File: config.mk
export PLATFORM = sky130hd
export DESIGN_NAME = lspc_timer_irq
export DESIGN_NICKNAME = d
export VERILOG_FILES = /design/src/rtl/neo_pkg.sv /design/src/rtl/lspc_irq_pending.sv /design/src/rtl/lspc_timer_irq.sv
export SDC_FILE = /design/constraint.sdc
export NUM_CORES = 1
export LEC_CHECK = 0
export CORE_MARGIN = 2
export CORE_UTILIZATION = 60
export CTS_BUF_LIST = sky130_fd_sc_hd__clkbuf_8
export CTS_CLUSTER_DIAMETER = 50
export DETAILED_ROUTE_END_ITERATION = 12
export PLACE_DENSITY = 0.88
export SLEW_MARGIN = 25
export SYNTH_ARGS = -nofsm -noshare
export SYNTH_HDL_FRONTEND = slang
export SYNTH_SLANG_ARGS = --single-unit
File: constraint.sdc
create_clock -name CLK_24MB -period 5.5 [get_ports CLK_24MB]
set_clock_uncertainty 0.05 [all_clocks]
set_input_delay 1.375 -clock CLK_24MB [delete_from_list [all_inputs] [get_ports CLK_24MB]]
set_output_delay 1.375 -clock CLK_24MB [all_outputs]
set_load 0.01 [all_outputs]
File: src/rtl/neo_pkg.sv
// neo_pkg: shared constants and types for the LSPC timer / interrupt logic.
//   - LSPCMODE_*  : DIN bit positions of the mode-register fields
//   - MODE_*      : the same fields as indices into the stored 4-bit MODE
//   - ACK_*       : DIN bit positions of the interrupt acknowledge bits
//   - IRQ_LVL_*   : 68k interrupt levels presented on IRQ_LEVEL
package neo_pkg;

  localparam int LSPCMODE_TMR_EN   = 4;
  localparam int LSPCMODE_RLD_WR   = 5;
  localparam int LSPCMODE_RLD_VBL  = 6;
  localparam int LSPCMODE_RLD_ZERO = 7;

  // MODE is stored as DIN[7:4], so field indices are offset by the LSB
  localparam int MODE_LSB      = LSPCMODE_TMR_EN;
  localparam int MODE_TMR_EN   = LSPCMODE_TMR_EN   - MODE_LSB;
  localparam int MODE_RLD_WR   = LSPCMODE_RLD_WR   - MODE_LSB;
  localparam int MODE_RLD_VBL  = LSPCMODE_RLD_VBL  - MODE_LSB;
  localparam int MODE_RLD_ZERO = LSPCMODE_RLD_ZERO - MODE_LSB;

  localparam int ACK_RST = 0;
  localparam int ACK_TMR = 1;
  localparam int ACK_VBL = 2;

  localparam logic [2:0] IRQ_LVL_NONE = 3'd0;
  localparam logic [2:0] IRQ_LVL_VBL  = 3'd1;
  localparam logic [2:0] IRQ_LVL_TMR  = 3'd2;
  localparam logic [2:0] IRQ_LVL_RST  = 3'd3;

  typedef struct packed {
    logic rst;
    logic tmr;
    logic vbl;
  } irq_pend_t;

  // Fixed priority: reset > timer > vblank
  function automatic logic [2:0] irq_prio(input irq_pend_t p);
    if (p.rst)      return IRQ_LVL_RST;
    else if (p.tmr) return IRQ_LVL_TMR;
    else if (p.vbl) return IRQ_LVL_VBL;
    else            return IRQ_LVL_NONE;
  endfunction

endpackage

File: src/rtl/lspc_irq_pending.sv
// lspc_irq_pending: three set/acknowledge interrupt pending flops plus a
// registered priority encoder.
//   i_clk       system clock
//   i_rst_n     synchronous active-low reset (RST pending comes up set)
//   i_set_tmr   timer expiry with timer IRQ enabled
//   i_set_vbl   VBlank start
//   i_ack       acknowledge strobe
//   i_ack_bits  DIN[2:0] of the ack write (RST, TMR, VBL)
//   o_pend      current pending bits
//   o_level     prioritised IRQ level, one cycle behind o_pend
module lspc_irq_pending
  import neo_pkg::*;
(
  input  logic       i_clk,
  input  logic       i_rst_n,
  input  logic       i_set_tmr,
  input  logic       i_set_vbl,
  input  logic       i_ack,
  input  logic [2:0] i_ack_bits,
  output irq_pend_t  o_pend,
  output logic [2:0] o_level
);

  irq_pend_t  r_pend;
  logic [2:0] r_level;
  logic       w_clr_rst, w_clr_tmr, w_clr_vbl;

  assign w_clr_rst = i_ack & i_ack_bits[ACK_RST];
  assign w_clr_tmr = i_ack & i_ack_bits[ACK_TMR];
  assign w_clr_vbl = i_ack & i_ack_bits[ACK_VBL];

  // A set in the same cycle as its ack wins
  always_ff @(posedge i_clk) begin
    if (!i_rst_n) begin
      r_pend  <= '{rst: 1'b1, tmr: 1'b0, vbl: 1'b0};
      r_level <= IRQ_LVL_RST;
    end else begin
      r_pend.rst <= r_pend.rst & ~w_clr_rst;
      r_pend.tmr <= i_set_tmr | (r_pend.tmr & ~w_clr_tmr);
      r_pend.vbl <= i_set_vbl | (r_pend.vbl & ~w_clr_vbl);
      r_level    <= irq_prio(r_pend);
    end
  end

  assign o_pend  = r_pend;
  assign o_level = r_level;

endmodule

File: src/rtl/lspc_timer_irq.sv
// lspc_timer_irq: LSPC raster timer and 68k interrupt scheduler.
// A pixel-rate down-counter reloads from CPU writes, VBlank start or its
// own expiry; expiries and VBlank starts become latched interrupt requests.
//   CLK_24MB     system clock
//   RESETP       synchronous active-low reset
//   PIXEL_CE     one-cycle pixel enable (6 MHz)
//   BNK          vertical blanking level, rising edge = VBlank start
//   VMODE        1 = PAL, 0 = NTSC
//   DIN          CPU write data
//   WR_TIMER_HI  reload upper half write
//   WR_TIMER_LO  reload lower half write (optionally loads the counter)
//   WR_MODE      MODE <= DIN[7:4]
//   WR_STOP      STOP <= DIN[0]
//   WR_ACK       clear pending bits selected by DIN[2:0]
//   IRQ_LEVEL    highest pending level, 0 = none
//   TIMER_VAL    current counter value
//   TIMER_ZERO   one-cycle pulse on counter expiry
module lspc_timer_irq
  import neo_pkg::*;
#(
  parameter int TIMER_W     = 32,
  parameter int STOP_ON_BNK = 1
) (
  input  logic               CLK_24MB,
  input  logic               RESETP,
  input  logic               PIXEL_CE,
  input  logic               BNK,
  input  logic               VMODE,
  input  logic [15:0]        DIN,
  input  logic               WR_TIMER_HI,
  input  logic               WR_TIMER_LO,
  input  logic               WR_MODE,
  input  logic               WR_STOP,
  input  logic               WR_ACK,
  output logic [2:0]         IRQ_LEVEL,
  output logic [TIMER_W-1:0] TIMER_VAL,
  output logic               TIMER_ZERO
);

  logic [TIMER_W-1:0] r_counter, r_reload;
  logic [3:0]         r_mode;
  logic               r_stop, r_bnk_d, r_zero;

  logic [TIMER_W-1:0] w_lo_val, w_cnt_nxt;
  logic               w_bnk_rise, w_frozen, w_tick;
  logic               w_ld_wr, w_ld_vbl, w_expire;
  irq_pend_t          w_pend;

  // LO write loads the counter with the value being written this cycle
  assign w_lo_val   = {r_reload[TIMER_W-1:16], DIN};
  assign w_bnk_rise = BNK & ~r_bnk_d;
  // PAL blanking freeze: stops counting only, reloads still apply
  assign w_frozen   = (STOP_ON_BNK != 0) && r_stop && VMODE && BNK;
  assign w_tick     = PIXEL_CE & ~w_frozen;
  assign w_ld_wr    = WR_TIMER_LO & r_mode[MODE_RLD_WR];
  assign w_ld_vbl   = w_bnk_rise & r_mode[MODE_RLD_VBL];
  // Any reload this cycle pre-empts expiry
  assign w_expire   = w_tick & ~w_ld_wr & ~w_ld_vbl & (r_counter == '0);

  always_comb begin
    w_cnt_nxt = r_counter;
    if (w_ld_wr)
      w_cnt_nxt = w_lo_val;
    else if (w_ld_vbl)
      w_cnt_nxt = r_reload;
    else if (w_expire)
      w_cnt_nxt = r_mode[MODE_RLD_ZERO] ? r_reload : '1;
    else if (w_tick)
      w_cnt_nxt = r_counter - 1'b1;
  end

  always_ff @(posedge CLK_24MB) begin
    if (!RESETP) begin
      r_counter <= '0;
      r_reload  <= '0;
      r_mode    <= '0;
      r_stop    <= 1'b0;
      r_zero    <= 1'b0;
      r_bnk_d   <= BNK;
    end else begin
      r_counter <= w_cnt_nxt;
      r_zero    <= w_expire;
      r_bnk_d   <= BNK;
      if (WR_TIMER_HI) r_reload[TIMER_W-1:16] <= DIN[TIMER_W-17:0];
      if (WR_TIMER_LO) r_reload[15:0]         <= DIN;
      if (WR_MODE)     r_mode                 <= DIN[7:4];
      if (WR_STOP)     r_stop                 <= DIN[0];
    end
  end

  lspc_irq_pending u_pend (
    .i_clk      (CLK_24MB),
    .i_rst_n    (RESETP),
    .i_set_tmr  (w_expire & r_mode[MODE_TMR_EN]),
    .i_set_vbl  (w_bnk_rise),
    .i_ack      (WR_ACK),
    .i_ack_bits (DIN[2:0]),
    .o_pend     (w_pend),
    .o_level    (IRQ_LEVEL)
  );

  assign TIMER_VAL  = r_counter;
  assign TIMER_ZERO = r_zero;

endmodule

==> results of run 1 <==
-- worst min path at each step --
stage                                 from                      endpoint  cells past startpoint
2_1_floorplan  u_pend.o_pend[2]$_SDFF_PN1_   u_pend.o_pend[2]$_SDFF_PN1_                      2
3_3_place_gp   u_pend.o_pend[2]$_SDFF_PN1_   u_pend.o_pend[2]$_SDFF_PN1_                      2
3_5_place_dp   u_pend.o_pend[2]$_SDFF_PN1_  u_pend.o_level[1]$_SDFF_PP1_                      1
4_1_cts        u_pend.o_pend[2]$_SDFF_PN1_   u_pend.o_pend[2]$_SDFF_PN1_                      2
5_1_grt        u_pend.o_pend[2]$_SDFF_PN1_  u_pend.o_level[0]$_SDFF_PP1_                      1
6_report       u_pend.o_pend[2]$_SDFF_PN1_   u_pend.o_pend[2]$_SDFF_PN1_                      2
-- layer usage --
layer	up-vias	track usage [%]	part of all wire, %
met5	-	0	0
met4	0	14.3	3.0
met3	41	4.86	7.8
met2	217	48.2	46
met1	1843	44.0	43
li1	1761	-	-
-- report_power, final --
group | internal [W] | total [W] | leakage (nW) | switching (W)
Combinational | 0.000182 | 0.000387 | 1.10 | 0.000206
Clock | 0.000222 | 0.000440 | 0.104 | 0.000218
Sequential | 0.000596 | 0.000661 | 0.626 | 0.0000647
Total | 0.00100 | 0.00149 | 1.83 | 0.000488
-- sequential cells by signal, summed over array words and instances, names as in the netlist --
signal and count:
r_bnk_d 1, u_pend.o_pend 3, u_pend.o_level 2, r_reload 32, r_mode 4, TIMER_VAL 32
r_stop 1, TIMER_ZERO 1
-- cells in the final DEF, fill, tap and decap left out, types with 3 or more instances in the layout --
cell type / count
dfxtp_1: 76
clkdlybuf4s50_1: 59
nor2b_1: 40
mux2i_1: 39
nand2_1: 31
o21ai_0: 26
nor2_1: 24
nor3_1: 19
a21oi_1: 17
nor4_1: 14
nand3_1: 11
o221ai_1: 11
xor2_1: 10
clkbuf_8: 10
a211oi_1: 9
and2_1: 7
xnor2_1: 7
or4_1: 7
a22oi_1: 6
a31oi_1: 6
buf_4: 6
inv_1: 5
nand4_1: 4
a21boi_0: 4
or3_1: 3
o31ai_1: 3
o22ai_1: 3
a22o_1: 3
a2111oi_0: 3
-- final cells by class --
cell class | instances | share of cell area, %
multi-input cells | 341 | 47.7
clock buffers | 10 | 2.90
clock inverters | 6 | 1.34
repair buffers | 67 | 13.7
flip-flops and latches | 76 | 32.1
well taps | 77 | 2.03
inverters | 4 | 0.316
-- cells by family after synthesis --
| family | share of synthesized area (%) |
|---|---|
| AO/OA/AOI/OAI | 18.7 |
| AND/OR/NAND/NOR | 24.9 |
| buffers and inverters | 3.45 |
| flip-flops | 38.8 |
| multiplexers | 9.96 |
| adder cells (fa/ha/maj) | 0.319 |
| other | 0.0957 |
| XOR/XNOR | 3.80 |
-- worst max-delay path, cell delays in order --
cell             delay [ns]
clkdlybuf4s50_1        0.69
nand2_1                0.56
nand4_1                0.25
nor4_2                 0.72
or2_1                  0.45
o221ai_1               0.19
a31oi_1                0.17
-- per-stage QoR --
| stage | instance area (µm²) | util, % |
|---|---|---|
| after floorplan | 3920 | - |
| final | 4740 | 74.7 |
| after global placement | 4540 | 71.4 |
| after detailed placement | 4540 | 71.4 |
| after CTS | 4740 | 74.6 |
| after global routing | 4740 | 74.7 |
==> metrics.txt, run 1 <==
final-report setup violation count=0; clock transition at the registers of the reported paths=0.09 ns; CP startpoint kind=primary input; Arr. time, crit path=4.41 ns; critical path startpoint=WR_TIMER_LO; core area=6350 µm²; drt total wl=11300 µm; post-DP HPWL=7770 µm; total of cells resized after clock tree synthesis=0; WP data required=5.74 ns; period utilization=75.8%; total CTS buffers=9; vias in the first global route=3524; synth cell count leaders=dfxtp_1 (76), nor2b_1 (40), mux2i_1 (39); DR pass1 iterations=5; H-tree lvl count=3; fillers=465; initial antenna violation count=0; Sink Count=76; n_diodes=0; net count after synthesis=478; #FFs+latches synth=76; vias=3862; status=complete, no violations; pre-CTS WS=1.05 ns; Leakage=1.83 nW; wire per inst=19.4 µm; GRT Util Overall=31.5%; HP Class=reg2reg; Vias per Instance=6.65; Initial Util=61.7%; critical path type=in2reg; postcts setup bufs=0; area delta synth->final=21.1%; Total Power=0.00149 W; multi-input logic area=2260 µm²; Tmin final=4.17 ns; pwr dens=314 nW/µm²; non-filler cells, final=581; Longest Clk Path Bufs=2; Core Rows=29; Worst-Margin Slew=1.01 ns; worst r2r path cells=8; Post-synth ARST share=0%; # IOs=62; Critical R2R Capture=TIMER_VAL[3]$_SDFFE_PN0P_; Syn Area/Cell=8.69 µm²; RSZ-0062 raised after global routing=no; Synth cell types=56; Detail Route Antenna Nets=0; Final Wtd Congestion=0.952; R2R setup slack=2.17 ns; worst hold slack=0.430 ns; Worst setup endpoint=TIMER_VAL[3]$_SDFFE_PN0P_; ys flop type=dfxtp_1; ratio of cells with drive above 1 in the final layout=6.55%; IO Port Bufs=60; later-pin clock latency in the skew report=0.36 ns; Synth Cell Area=3920 µm²; Max FO, Critical Path=15; worst relative slew slack=32.0%; number of remaining DRC errors=0; number of synthesized flops with an enable pin=0; Critical Path End Type=register; hold buffers post-CTS=0; root buf cell=clkbuf_8; Post-Syn Instances=451; Final Max Slew Viols=0; sequential cell area=1520 µm²; Synth area leader=dfxtp_1; share of the synthesized area in the top cell type=38.8%; Placed Cells=564; Max-Cap Viols=0; CTS tree=yes; Max Clk Rate=240 MHz; # nets final=526; Seq/Total Area, Yosys=38.8%; die extent in y=84.8 µm; Synth Warn #=0; maximum VDD drop=0.172 mV; setup TNS=0 ns; Hold Vio Cnt, Final=0; die area=7190 µm²; R2R Path Start=TIMER_VAL[0]$_SDFFE_PN0P_; global-route wire length before repair=18000 µm; total grt overflow=0; final setup margin=1.33 ns; top-count cell post-synth=dfxtp_1; Iteration-0 DRC Markers=370; largest net degree at the start of global routing=41; dominant cells by area after synthesis=dfxtp_1 (39%), mux2i_1 (10%), nor2b_1 (6.4%); die span in x=84.8 µm
Power figures use the tool's default switching activity.
==> run 2: changes to the inputs <==
--- a/config.mk
+++ b/config.mk
@@ -6,11 +6,11 @@
 export NUM_CORES = 1
 export LEC_CHECK = 0
 export CORE_MARGIN = 2
-export CORE_UTILIZATION = 60
+export CORE_UTILIZATION = 56
 export CTS_BUF_LIST = sky130_fd_sc_hd__clkbuf_8
 export CTS_CLUSTER_DIAMETER = 50
 export DETAILED_ROUTE_END_ITERATION = 12
-export PLACE_DENSITY = 0.88
+export PLACE_DENSITY = 0.83
 export SLEW_MARGIN = 25
 export SYNTH_ARGS = -nofsm -noshare
 export SYNTH_HDL_FRONTEND = slang
==> constraint.sdc (replaced) <==
create_clock -name CLK_24MB -period 4.3 [get_ports CLK_24MB]
set_clock_uncertainty 0.05 [all_clocks]
set_input_delay 1.075 -clock CLK_24MB [delete_from_list [all_inputs] [get_ports CLK_24MB]]
set_output_delay 1.075 -clock CLK_24MB [all_outputs]
set_load 0.01 [all_outputs]
==> metrics.txt, run 2 (synthesis results as in run 1) <==
RSZ-0062 raised after global routing=no; Initial Util=57.7% (-4.0 points); number of remaining DRC errors=0 (unchanged); Int Pwr=0.00135 W (+35%); Critical Path End Type=register; Max-Cap Viols=0 (unchanged); # nets final=537 (+2.1%); global-route wire length before repair=18600 µm (+3.3%); ratio of cells with drive above 1 in the final layout=8.37% (+1.8 points); Arr. time, crit path=3.40 ns (-1.01 ns); Final Max Slew Viols=0 (unchanged); HP Class=reg2reg; die area=7680 µm² (+6.8%); area delta synth->final=24.1%; vias=3920 (+1.5%); n_diodes=0 (unchanged); Worst-Margin Slew=1.01 ns (-0.00135 ns); hold buffers post-CTS=0 (unchanged); # IOs=62 (unchanged); Comb power frac=26.6% (+0.6 points); total grt overflow=0 (unchanged); Hold Vio Cnt, Final=0 (unchanged); initial antenna violation count=0 (unchanged); post-DP HPWL=8210 µm (+5.8%); Slowest-stage cell, CP=nor4_1; Sink Count=76 (unchanged); Tmin final=3.20 ns; pwr dens=408 nW/µm² (+30%); Leakage=1.89 nW (+3.5%); maximum VDD drop=0.228 mV (+33%); H-tree lvl count=3 (unchanged); total of cells resized after clock tree synthesis=0 (unchanged); vias in the first global route=3620 (+2.7%); final setup margin=1.10 ns (-0.232 ns); Max FO, Critical Path=7 (-8); R2R setup slack=1.10 ns (-1.07 ns); period utilization=74.4%; root buf cell=clkbuf_8; pre-CTS WS=1.00 ns (-0.0449 ns); setup TNS=0 ns (unchanged); final-report setup violation count=0 (unchanged); Clk pwr share=30.8% (+1.3 points); Sw Pwr=0.000635 W (+30%); GRT Util Overall=31.4% (-0.099 points); total CTS buffers=9 (unchanged); Iteration-0 DRC Markers=389 (+5.1%); commonest cells after routing, fill and taps aside=dfxtp_1 (76), clkdlybuf4s50_1 (59), nor2b_1 (40); Max Clk Rate=312 MHz; IO Port Bufs=60 (unchanged); Reg power frac=42.6% (-1.8 points); Detail Route Antenna Nets=0 (unchanged); Total Power=0.00198 W (+33%); Final Wtd Congestion=1.09 (+15%); die span in x=87.7 µm (+3.3%); later-pin clock latency in the skew report=0.35 ns (about the same); cell breakdown of the critical path=inv_1 -> ha_1 -> nor4b_2 -> nand4_1 -> nor4_1 -> nor2_1 -> o2111a_1 -> a211o_1; Sw Ratio=32.0% (-0.77 points); DR pass1 iterations=5 (unchanged); critical path type=reg2reg; CP peak stage delay=0.72 ns (about the same); Vias per Instance=6.43 (-3.3%); Longest Clk Path Bufs=2 (unchanged); postcts setup bufs=0 (unchanged); CP startpoint kind=register; worst relative slew slack=32.5% (+0.50 points); CTS tree=yes; status=complete, no violations; final core utilization=71.6% (-3.1 points); most common cell after layout, fill and taps aside=dfxtp_1; core area=6790 µm² (+7.0%); drt total wl=11900 µm (+5.3%); WP data required=4.50 ns (-1.24 ns); wire per inst=19.4 µm (+0.28%); largest net degree at the start of global routing=48 (+17%); Core Rows=30 (+3.4%); clock transition at the registers of the reported paths=0.08 ns (about the same); die extent in y=87.7 µm (+3.3%)
## run 2: cell count changes in the layout (fill, tap and decap cells not counted), sizes merged
cell,delta
clkbuf,-1
inv,-1
buf,+12
bufinv,+1
clkinvlp,-1
## run 2: power groups by stage
stage,Clock [W],Combinational [W],Sequential [W]
2_1_floorplan,0,0.000307,0.000849
3_3_place_gp,0,0.000504,0.000854
3_5_place_dp,0,0.000511,0.000856
4_1_cts,0.000614,0.000518,0.000841
5_1_grt,0.000638,0.000571,0.000853
6_report,0.000611,0.000528,0.000845
## run 2: cell type report
class | count | area [µm²]
Inverter | 4 | 15.0
Timing Repair Buffer | 78 | 731
Sequential cell | 76 | 1520
Multi-Input combinational cell | 341 | 2260
Tap cell | 96 | 120
Clock buffer | 10 | 138
Clock inverter | 5 | 77.6
Fill cell | 548 | 1930
## run 2: critical path, delay by kind of cell, from the launching register on
family                     cells  cell delay, ns
buffers and inverters          1            0.09
AOI/OAI and AO/OA              2            0.53
adders and majority gates      1            0.20
and+or+nand+nor                4            1.86
DFF                            1            0.35
## run 2: per-layer routing
metal	wire (µm)	part of all wire, %	GRT usage [%]	vias up
met2	5440	46	48.9	244
met4	311	2.6	11.3	0
met1	5090	43	42.8	1852
met3	1010	8.5	6.97	37
met5	0	0	0	-
li1	-	-	-	1787
## run 2: worst paths after layout
kind                                             startpoint                           to  depth (start not counted)
worst max-delay path              TIMER_VAL[0]$_SDFFE_PN0P_   TIMER_VAL[29]$_SDFFE_PN0P_                          8
worst max register to register    TIMER_VAL[0]$_SDFFE_PN0P_   TIMER_VAL[29]$_SDFFE_PN0P_                          8
worst min-delay path            u_pend.o_pend[2]$_SDFF_PN1_  u_pend.o_pend[2]$_SDFF_PN1_                          2
worst min register to register  u_pend.o_pend[2]$_SDFF_PN1_  u_pend.o_pend[2]$_SDFF_PN1_                          2
## run 2: metrics by stage
stage,cell area (µm²),hold slack [ns],instances
after floorplan,3920,0.376,451
after global routing,4860,0.429,610
after CTS,4860,0.414,610
after global placement,4650,0.384,595
after detailed placement,4650,0.402,595
final,4860,0.410,610
